### config.mk
export PLATFORM = sky130hd
export DESIGN_NAME = hier_dispatch_node
export DESIGN_NICKNAME = d
export VERILOG_FILES = /design/src/rtl/hier_node_pkg.sv /design/src/rtl/hier_leaf.sv /design/src/rtl/hier_dispatch_node.sv
export SDC_FILE = /design/constraint.sdc
export NUM_CORES = 1
export LEC_CHECK = 0
export ABC_CLOCK_PERIOD_IN_PS = 15800
export CAP_MARGIN = 20
export CORE_ASPECT_RATIO = 0.7
export CORE_MARGIN = 10
export CORE_UTILIZATION = 60
export CTS_BUF_LIST = sky130_fd_sc_hd__clkbuf_8 sky130_fd_sc_hd__clkbuf_16
export CTS_CLUSTER_SIZE = 14
export DETAILED_ROUTE_END_ITERATION = 8
export PLACE_DENSITY = 0.76
export SKIP_CTS_REPAIR_TIMING = 1
export SLEW_MARGIN = 30
export SYNTH_ARGS = -nofsm -noshare
export SYNTH_HDL_FRONTEND = slang
export SYNTH_HIERARCHICAL = 1
export SYNTH_SLANG_ARGS = --single-unit
export TNS_END_PERCENT = 20
### constraint.sdc
create_clock -name clk -period 15.8 [get_ports clk]
set_input_delay 1.58 -clock clk [delete_from_list [all_inputs] [get_ports clk]]
set_output_delay 1.58 -clock clk [all_outputs]
set_load 0.1 [all_outputs]
### src/rtl/hier_node_pkg.sv
// Shared types and helpers for the hierarchical dispatch node.
//   leaf_state_e : per-leaf worker state (IDLE, BUSY, DONE)
//   rr_pick_t    : round-robin arbitration result (found flag + winner index)
//   rr_pick()    : first set bit of done_vec at or after ptr, wrapping at num_child
package hier_node_pkg;

   typedef enum logic [1:0] {IDLE, BUSY, DONE} leaf_state_e;

   // Widest fan-out a node may be built with; the arbiter works on vectors of this size.
   localparam int unsigned MaxChild = 16;

   typedef struct packed {
      logic       found;
      logic [3:0] idx;
   } rr_pick_t;

   // ptr must be below num_child, so a single subtraction wraps the search index.
   function automatic rr_pick_t rr_pick(input logic [MaxChild-1:0] done_vec,
                                        input logic [3:0]          ptr,
                                        input int unsigned         num_child);
      rr_pick_t    res;
      int unsigned j;
      res = '0;
      for (int unsigned k = 0; k < MaxChild; k++) begin
         j = {28'd0, ptr} + k;
         if (j >= num_child) j = j - num_child;
         if (k < num_child && !res.found && done_vec[j[3:0]]) begin
            res.found = 1'b1;
            res.idx   = j[3:0];
         end
      end
      return res;
   endfunction

endpackage

### src/rtl/hier_leaf.sv
// Single leaf worker: accepts one operand, stays BUSY for LEAF_LAT cycles, then holds
// data + seq in DONE until the parent grants it. seq counts completed operations.
//   clk, rst   : clock, synchronous active-high reset
//   start      : accept start_data (honoured only in IDLE)
//   start_data : command operand
//   grant      : parent has taken the result (honoured only in DONE)
//   state      : current FSM state
//   result     : registered result, valid in DONE
module hier_leaf
   import hier_node_pkg::*;
#(
   parameter int unsigned DATA_W   = 16,
   parameter int unsigned LEAF_LAT = 4
) (
   input  logic              clk,
   input  logic              rst,
   input  logic              start,
   input  logic [DATA_W-1:0] start_data,
   input  logic              grant,
   output leaf_state_e       state,
   output logic [DATA_W-1:0] result
);

   localparam int unsigned     CNT_W    = (LEAF_LAT > 1) ? $clog2(LEAF_LAT) : 1;
   localparam logic [CNT_W-1:0] CNT_LOAD = CNT_W'(LEAF_LAT - 1);

   leaf_state_e       state_q;
   logic [CNT_W-1:0]  cnt_q;
   logic [DATA_W-1:0] data_q;
   logic [DATA_W-1:0] seq_q;
   logic [DATA_W-1:0] result_q;

   always_ff @(posedge clk) begin
      if (rst) begin
         state_q  <= IDLE;
         cnt_q    <= '0;
         data_q   <= '0;
         seq_q    <= '0;
         result_q <= '0;
      end else begin
         unique case (state_q)
            IDLE: begin
               if (start) begin
                  data_q  <= start_data;
                  cnt_q   <= CNT_LOAD;
                  state_q <= BUSY;
               end
            end
            BUSY: begin
               if (cnt_q == '0) begin
                  result_q <= data_q + seq_q;
                  state_q  <= DONE;
               end else begin
                  cnt_q <= cnt_q - 1'b1;
               end
            end
            DONE: begin
               if (grant) begin
                  seq_q   <= seq_q + 1'b1;
                  state_q <= IDLE;
               end
            end
            default: state_q <= IDLE;
         endcase
      end
   end

   assign state  = state_q;
   assign result = result_q;

endmodule

### src/rtl/hier_dispatch_node.sv
// Interior hierarchy node: routes each command to one of NUM_CHILD leaf workers and merges
// finished leaf results into a single registered response stream (round-robin).
//   clk, rst          : clock, synchronous active-high reset
//   cmd_valid/ready   : command handshake; ready depends combinationally on cmd_dest
//   cmd_dest/cmd_data : target leaf and operand
//   rsp_valid/ready   : response handshake
//   rsp_src/rsp_data  : producing leaf and its result
//   busy_mask         : bit i set while leaf i is not IDLE
//   err_dest          : one-cycle pulse after an out-of-range command is accepted
module hier_dispatch_node
   import hier_node_pkg::*;
#(
   parameter  int unsigned NUM_CHILD = 5,
   parameter  int unsigned DATA_W    = 16,
   parameter  int unsigned LEAF_LAT  = 4,
   localparam int unsigned IDX_W     = $clog2(NUM_CHILD)
) (
   input  logic                 clk,
   input  logic                 rst,
   input  logic                 cmd_valid,
   output logic                 cmd_ready,
   input  logic [IDX_W-1:0]     cmd_dest,
   input  logic [DATA_W-1:0]    cmd_data,
   output logic                 rsp_valid,
   input  logic                 rsp_ready,
   output logic [IDX_W-1:0]     rsp_src,
   output logic [DATA_W-1:0]    rsp_data,
   output logic [NUM_CHILD-1:0] busy_mask,
   output logic                 err_dest
);

   leaf_state_e          leaf_state  [NUM_CHILD];
   logic [DATA_W-1:0]    leaf_result [NUM_CHILD];
   logic [NUM_CHILD-1:0] leaf_idle;
   logic [NUM_CHILD-1:0] leaf_start;
   logic [NUM_CHILD-1:0] leaf_grant;
   logic [MaxChild-1:0]  done_vec;
   logic                 dest_ok;
   logic                 slot_free;
   rr_pick_t             pick;
   logic [DATA_W-1:0]    win_data;

   logic [3:0]           rr_ptr_q;
   logic                 rsp_valid_q;
   logic [IDX_W-1:0]     rsp_src_q;
   logic [DATA_W-1:0]    rsp_data_q;
   logic                 err_q;

   assign dest_ok = 32'(cmd_dest) < NUM_CHILD;
   // Out-of-range commands are always taken so they can be dropped and flagged.
   assign cmd_ready = dest_ok ? leaf_idle[cmd_dest] : 1'b1;

   for (genvar g = 0; g < NUM_CHILD; g++) begin : g_leaf
      assign leaf_idle[g]  = (leaf_state[g] == IDLE);
      assign busy_mask[g]  = ~leaf_idle[g];
      // The leaf itself ignores start outside IDLE, matching cmd_ready.
      assign leaf_start[g] = cmd_valid & dest_ok & (32'(cmd_dest) == g);

      hier_leaf #(
         .DATA_W   (DATA_W),
         .LEAF_LAT (LEAF_LAT)
      ) u_leaf (
         .clk        (clk),
         .rst        (rst),
         .start      (leaf_start[g]),
         .start_data (cmd_data),
         .grant      (leaf_grant[g]),
         .state      (leaf_state[g]),
         .result     (leaf_result[g])
      );
   end

   always_comb begin
      done_vec = '0;
      for (int i = 0; i < NUM_CHILD; i++) begin
         done_vec[i] = (leaf_state[i] == DONE);
      end
   end

   // Slot can take a new result when empty or being drained this cycle.
   assign slot_free = ~rsp_valid_q | rsp_ready;
   assign pick      = rr_pick(done_vec, rr_ptr_q, NUM_CHILD);

   always_comb begin
      leaf_grant = '0;
      win_data   = '0;
      for (int i = 0; i < NUM_CHILD; i++) begin
         if (slot_free && pick.found && (pick.idx == 4'(i))) begin
            leaf_grant[i] = 1'b1;
            win_data      = leaf_result[i];
         end
      end
   end

   always_ff @(posedge clk) begin
      if (rst) begin
         rr_ptr_q    <= '0;
         rsp_valid_q <= 1'b0;
         rsp_src_q   <= '0;
         rsp_data_q  <= '0;
         err_q       <= 1'b0;
      end else begin
         err_q <= cmd_valid & ~dest_ok;
         if (slot_free) begin
            if (pick.found) begin
               rsp_valid_q <= 1'b1;
               rsp_src_q   <= pick.idx[IDX_W-1:0];
               rsp_data_q  <= win_data;
               rr_ptr_q    <= (32'(pick.idx) + 32'd1 >= NUM_CHILD) ? 4'd0 : pick.idx + 4'd1;
            end else begin
               rsp_valid_q <= 1'b0;
            end
         end
      end
   end

   assign rsp_valid = rsp_valid_q;
   assign rsp_src   = rsp_src_q;
   assign rsp_data  = rsp_data_q;
   assign err_dest  = err_q;

endmodule

# Yosys cells after proc, flatten, opt, wreduce, memory -nomap -nowiden
# Cells that the tools add are included.
[word_totals]
out_inout_bits = 27
input_bits = 23
ff_bits = 285
elab_cells = 249
[classes]
reduce_logical = 57
add_sub_neg = 26
bitwise_logic = 15
n_eq_ne = 38
n_mux = 70
magnitude_cmp = 13
[ops]
columns = ["op", "count"]
rows = [
  ["$add 16x1->16 const B", 5],
  ["$add 16x16->16", 5],
  ["$mux 16", 5],
  ["$mux 2", 25],
  ["$reduce_and 2->1", 16],
  ["$ne 2x1->1 const B", 15],
  ["$pmux 2 s3", 5],
  ["$reduce_and 3->1", 10],
  ["$ge 5x3->1 const B", 5],
  ["$lt 4x5->1 const B", 5],
  ["$mux 5", 5],
  ["$mux 4", 6],
  ["$bmux 1 s4", 5],
  ["$logic_not 2->1", 10],
  ["$pmux 2 s2", 5],
  ["$sub 4x3->4 const B", 5],
  ["$mux 1", 13],
  ["$add 4x1->5 const B", 2],
  ["$add 4x2->5 const B", 2],
  ["$eq 2x1->1 const B", 5],
  ["$eq 2x2->1 const B", 5],
  ["$logic_and 1x1->1", 10],
  ["$ne 2x2->1 const B", 5],
  ["$reduce_bool 2->1", 5],
  ["other kinds (19)", 40],
]

# Depth between registers and ports, before layout
[logic_depth]
ltp_word = 24
depth_mapped = 26
ltp_nobuf = 20

# By module
# Netlist, hierarchy kept.
[by_module_without_submodules]
columns = ["mod", "seq_area_each_um2", "n_inst", "cells_per_inst", "area_each_um2"]
rows = [
  ["hier_leaf at g_leaf[0].u_leaf ...", 1041.0, 3, 340, 2738.9],
  ["hier_dispatch_node", 500.5, 1, 466, 3439.5],
  ["hier_leaf at g_leaf[4].u_leaf", 1041.0, 1, 330, 2680.1],
  ["hier_leaf at g_leaf[1].u_leaf", 1041.0, 1, 328, 2653.8],
]

# Worst setup path after synthesis
# OpenSTA, ideal clock, no wires.
[synth_timing]
path_kind = "register to register"
from = "reg rr_ptr_q[0]"
to = "reg g_leaf[3].u_leaf.seq_q[11]"
synth_period_minus_slack_ps = 5378
n_path_buf = 6
path_stages_with_launch = 26
t_arrival_ps = 5307
slack_ps = 10422
path_cell_list = "dfxtp_1 > buf_2 > inv_1 > buf_2 > ha_1 > buf_2 > nor3b_1 > nand2_1 > mux2_2 > o221ai_1 > a21o_1 > o211ai_2 > or3b_1 > a211oi_1 > nor2_1 > inv_1 > ha_1 > clkbuf_1 > clkbuf_1 > and3_1 > and3b_1 > buf_2 > and4_4 > nand3_2 > or3_1 > a21oi_1"
[synth_lines]
columns = ["item", "line_no", "rtl"]
rows = [
  ["start, declared", "hier_dispatch_node.sv:43", "logic [3:0] rr_ptr_q;"],
  ["start signal, assigned", "hier_dispatch_node.sv:109", "rr_ptr_q <= (32'(pick.idx) + 32'd1 >= NUM_CHILD) ? 4'd0 : pick.idx + 4'd1;"],
  ["end signal, assigned", "hier_leaf.sv:59", "seq_q <= seq_q + 1'b1;"],
  ["end, declared", "hier_leaf.sv:30", "logic [DATA_W-1:0] seq_q;"],
]

# Worst setup path in the final report
[layout_timing]
from = "reg rr_ptr_q[0]"
to = "reg g_leaf[1].u_leaf.seq_q[11]"
[layout_via]
elab_chain_len = 21
[layout_rtl]
columns = ["item", "line_no", "rtl"]
rows = [
  ["parallel branches: the longest is 16 deep, another holds $add 4x1->5", "--", ""],
  ["$mux 5 *", "hier_node_pkg.sv:27", "if (k < num_child && !res.found && done_vec[j[3:0]]) begin"],
  ["$eq 4x1->1 / $logic_and 1x1->1 (equally long branches)", "hier_dispatch_node.sv:88", "if (slot_free && pick.found && (pick.idx == 4'(i))) begin"],
  ["$logic_and 1x1->1 *", "hier_dispatch_node.sv:88", ""],
  ["$mux 1 *", "hier_dispatch_node.sv:88", ""],
  ["net leaf_grant[1]", "hier_dispatch_node.sv:36", "logic [NUM_CHILD-1:0] leaf_grant;"],
  ["$reduce_and 2->1 (no line) *", "--", ""],
  ["end signal, assigned", "hier_leaf.sv:59", ""],
  ["end, declared", "hier_leaf.sv:30", ""],
]
# Mark *: on every way through the listed nets, which the timed path passes. The select of a mux whose other input is x is not followed.
# A chain may end at the register's enable or synchronous reset.

==> impl_metrics.toml <==
[outcome]
status = "finished clean"

[routing]
ant_nets = 0
drtPass1Iterations = 8
vias_per_cell = 6.23
drc = 0
drt_iter0_drc = 1757
wl_um = 50000
vias = 15700
wl_per_cell_um = 19.8

[setup_path]
crit_required_ns = 16.23
timing.reg2reg.setup_slack_ns = 9.51
r2r_cells = 19
endpoint_kind = "flip-flop"
rr_endpoint = "g_leaf[1].u_leaf/seq_q[11]$_SDFFE_PP0P_"
worstReg2RegStart = "rr_ptr_q[0]$_SDFFE_PP0P_"
cp_max_fo = 20
cp_data_arrival_time_ns = 6.72
critPathLaunchType = "flip-flop"
crit_type = "reg2reg"

[cells_and_area]
num-fill-cells = 2416
mostFrequentLayoutCells = "373 x nand2_1, 285 x dfxtp_1, 234 x a21oi_1, 166 x nor2_1, 105 x ha_1"
finalInstanceArea_um2 = 18600
drive_above_1_share = 0.0674
diodes = 0
nNetsFinal = 2262
final_common_cell = "nand2_1"
area_delta_synth_final_pct = 9.42

[synth]
syn_inst = 2144
synth.distinct_cells = 100
ys_warn_count = 6
synth.yosys.seq_area_share = 0.336
synth_fp_nets = 2277
ys.flop_type = "dfxtp_1"
synth_area_per_cell_um2 = 7.92
synth_area_um2 = 17000
synth-edff-count = 0
ys_seq_elements = 285
async_reset_ff_frac = 0

[pwr]
netSwitchingPower_uw = 917
power.density_nw_per_um2 = 124
p_int_mw = 1.39
p_leak_nw = 7.09
clockPowerShare = 0.314
p_sw_frac = 0.397
sequentialPowerShare = 0.327
share_comb_of_total_power = 0.360
ir_drop_mv = 0.143

[clock_tree]
cts_tree = "yes"
clock_latency_ns = 0.59
h-tree-depth = 1
cts.sinks = 285
clockBufferDepth = 3
clkSlewWorstSetupHoldPaths_ns = 0.07
numCtsBuffers = 29
cts-root-buf = "clkbuf_16"

[die]
io_pins = 50
start_util = 0.611
core_area_um2 = 27800
die_w_um = 221
die_h_um = 161
rows = 51
dieArea_um2 = 35600

[timing]
relSlewSlack = 0.326
final-hold-violation-count = 0
drv_slew = 0
fmaxAchievable_ghz = 0.159
fin_crit_ns = 6.29
setup-tns-final_ns = 0
worst_pin_slew_ns = 1.01
clock_skew_ns = 0.0233
finalCritPeriodShare = 0.398
setup_violations = 0
rsz0062_at_grt = "no"

[run]
drv_cap = 0

[grt]
grt_pass1_wl_um = 79100
grt_max_degree = 111
grt_usage = 0.269
overflow = 0
grt_pass1_vias = 14200
antenna_found_initial = 0

[placement]
place.gp.congestion = 0.962
placed_area_um2 = 17600
dp_hpwl_um = 36800
port_buffers = 49

[min_path]
holdPathStages = 2
min_from = "g_leaf[0].u_leaf/result[9]$_SDFFE_PP0P_"
hold_class = "reg2reg"
worstHoldEndpoint = "g_leaf[0].u_leaf/result[9]$_SDFFE_PP0P_"
-- metrics by stage --
step / total power, mW / instances / setup WS (ns) / hold WS [ns] / utilization
after global routing: 2.41 / 2523 / 9.02 / 0.474 / 0.668
after detailed placement: 1.57 / 2469 / 9.66 / 0.446 / 0.632
after floorplan: 1.40 / 2144 / 10.42 / 0.425 / -
final: 2.31 / 2523 / 9.51 / 0.455 / 0.668
after global placement: 1.56 / 2469 / 9.85 / 0.442 / 0.632
after CTS: 2.29 / 2523 / 9.62 / 0.455 / 0.668
-- cell usage after synthesis (8+ instances only) --
master / count / area [um2]
nand4_1: 47 / 294
nand3_1: 51 / 255
nand2b_1: 29 / 181
and3b_1: 8 / 70.1
dfxtp_1: 285 / 5710
and3_1: 41 / 257
inv_1: 58 / 218
buf_2: 28 / 140
a31oi_1: 12 / 75.1
or2_2: 16 / 100
nand2_1: 373 / 1400
o211ai_1: 13 / 97.6
a22oi_1: 20 / 150
o31ai_1: 10 / 75.1
nor3_1: 41 / 205
clkbuf_1: 65 / 244
o21a_1: 13 / 97.6
o2111ai_2: 10 / 150
o21ai_0: 85 / 425
and4_1: 12 / 105
mux2i_1: 12 / 120
ha_1: 105 / 1310
a211oi_1: 38 / 285
o21bai_1: 14 / 105
nor2_1: 168 / 631
or3_1: 17 / 106
a21oi_1: 234 / 1170
xnor2_1: 67 / 587
a21o_1: 35 / 263
nor2b_1: 15 / 93.8
xor2_1: 45 / 394
nor3b_1: 8 / 60.1
buf_1: 8 / 30.0
-- critical path: stages (launching register included) --
cell	delay [ns]
dfxtp_1	0.31
inv_1	0.46
ha_1	0.59
nor3b_1	0.44
o211ai_1	0.20
a2111oi_0	0.52
o221ai_1	0.22
a21o_1	0.26
o211ai_2	0.26
or3b_1	0.22
a211oi_1	0.06
nor2_1	0.34
ha_1	0.63
and3_1	0.32
and3b_1	0.30
nand4_2	0.22
nor4_2	0.38
nand3_1	0.16
xor2_1	0.17
nor2_1	0.06
-- worst max path at each step --
| stage | from | to | depth (start not counted) |
|---|---|---|---|
| 5_1_grt | rr_ptr_q[0]$_SDFFE_PP0P_ | g_leaf[1].u_leaf/seq_q[11]$_SDFFE_PP0P_ | 19 |
| 3_3_place_gp | rr_ptr_q[0]$_SDFFE_PP0P_ | rsp_data[6]$_SDFFE_PP0P_ | 19 |
| 2_1_floorplan | rr_ptr_q[0]$_SDFFE_PP0P_ | g_leaf[3].u_leaf/seq_q[11]$_SDFFE_PP0P_ | 25 |
| 6_report | rr_ptr_q[0]$_SDFFE_PP0P_ | g_leaf[1].u_leaf/seq_q[11]$_SDFFE_PP0P_ | 19 |
| 3_5_place_dp | rr_ptr_q[0]$_SDFFE_PP0P_ | g_leaf[1].u_leaf/seq_q[13]$_SDFFE_PP0P_ | 19 |
| 4_1_cts | rr_ptr_q[0]$_SDFFE_PP0P_ | g_leaf[1].u_leaf/seq_q[11]$_SDFFE_PP0P_ | 19 |
-- sequential cells by signal, indices dropped and copies added, names as in the netlist, 3 cells and up --
register / cells
rsp_src: 3
g_leaf.u_leaf/state: 10
g_leaf.u_leaf/cnt_q: 10
rsp_data: 16
rr_ptr_q: 4
g_leaf.u_leaf/result: 80
g_leaf.u_leaf/data_q: 80
g_leaf.u_leaf/seq_q: 80
-- final cells by class --
cell class / count / area [um2] / area share
Tap cell: 371 / 464 / 0.0250
Clock buffer: 34 / 795 / 0.0427
Multi-Input combinational cell: 1690 / 10600 / 0.570
Inverter: 58 / 218 / 0.0117
Timing Repair Buffer: 65 / 614 / 0.0330
Sequential cell: 285 / 5710 / 0.307
Clock inverter: 20 / 206 / 0.0111
-- metal layers --
| layer | vias up | global-route usage | routed length [um] |
|---|---|---|---|
| li1 | 7635 | - | - |
| met1 | 7466 | 0.389 | 23700 |
| met2 | 552 | 0.399 | 21000 |
| met3 | 74 | 0.0546 | 4180 |
| met4 | 0 | 0.0646 | 1150 |
| met5 | - | 0 | 0 |
-- kinds of logic (layout without fill, tap and decap cells) --
group,after synthesis,after routing,share of synthesized area
AOI/OAI and AO/OA,578,578,0.223
xor gates and xnor gates,113,113,0.0587
adders and majority gates,110,110,0.0832
buffers and inverters,169,177,0.0421
and+or+nand+nor,873,873,0.246
muxes,16,16,0.0110
DFF,285,285,0.336
-- power by group through the flow --
stage	registers, mW	logic, mW	clock network, mW
final	0.754	0.830	0.724
after global routing	0.756	0.894	0.759
after CTS	0.754	0.804	0.733
after global placement	0.769	0.791	0
after floorplan	0.800	0.605	0
after detailed placement	0.770	0.800	0
(Power assumes the default switching activity.)
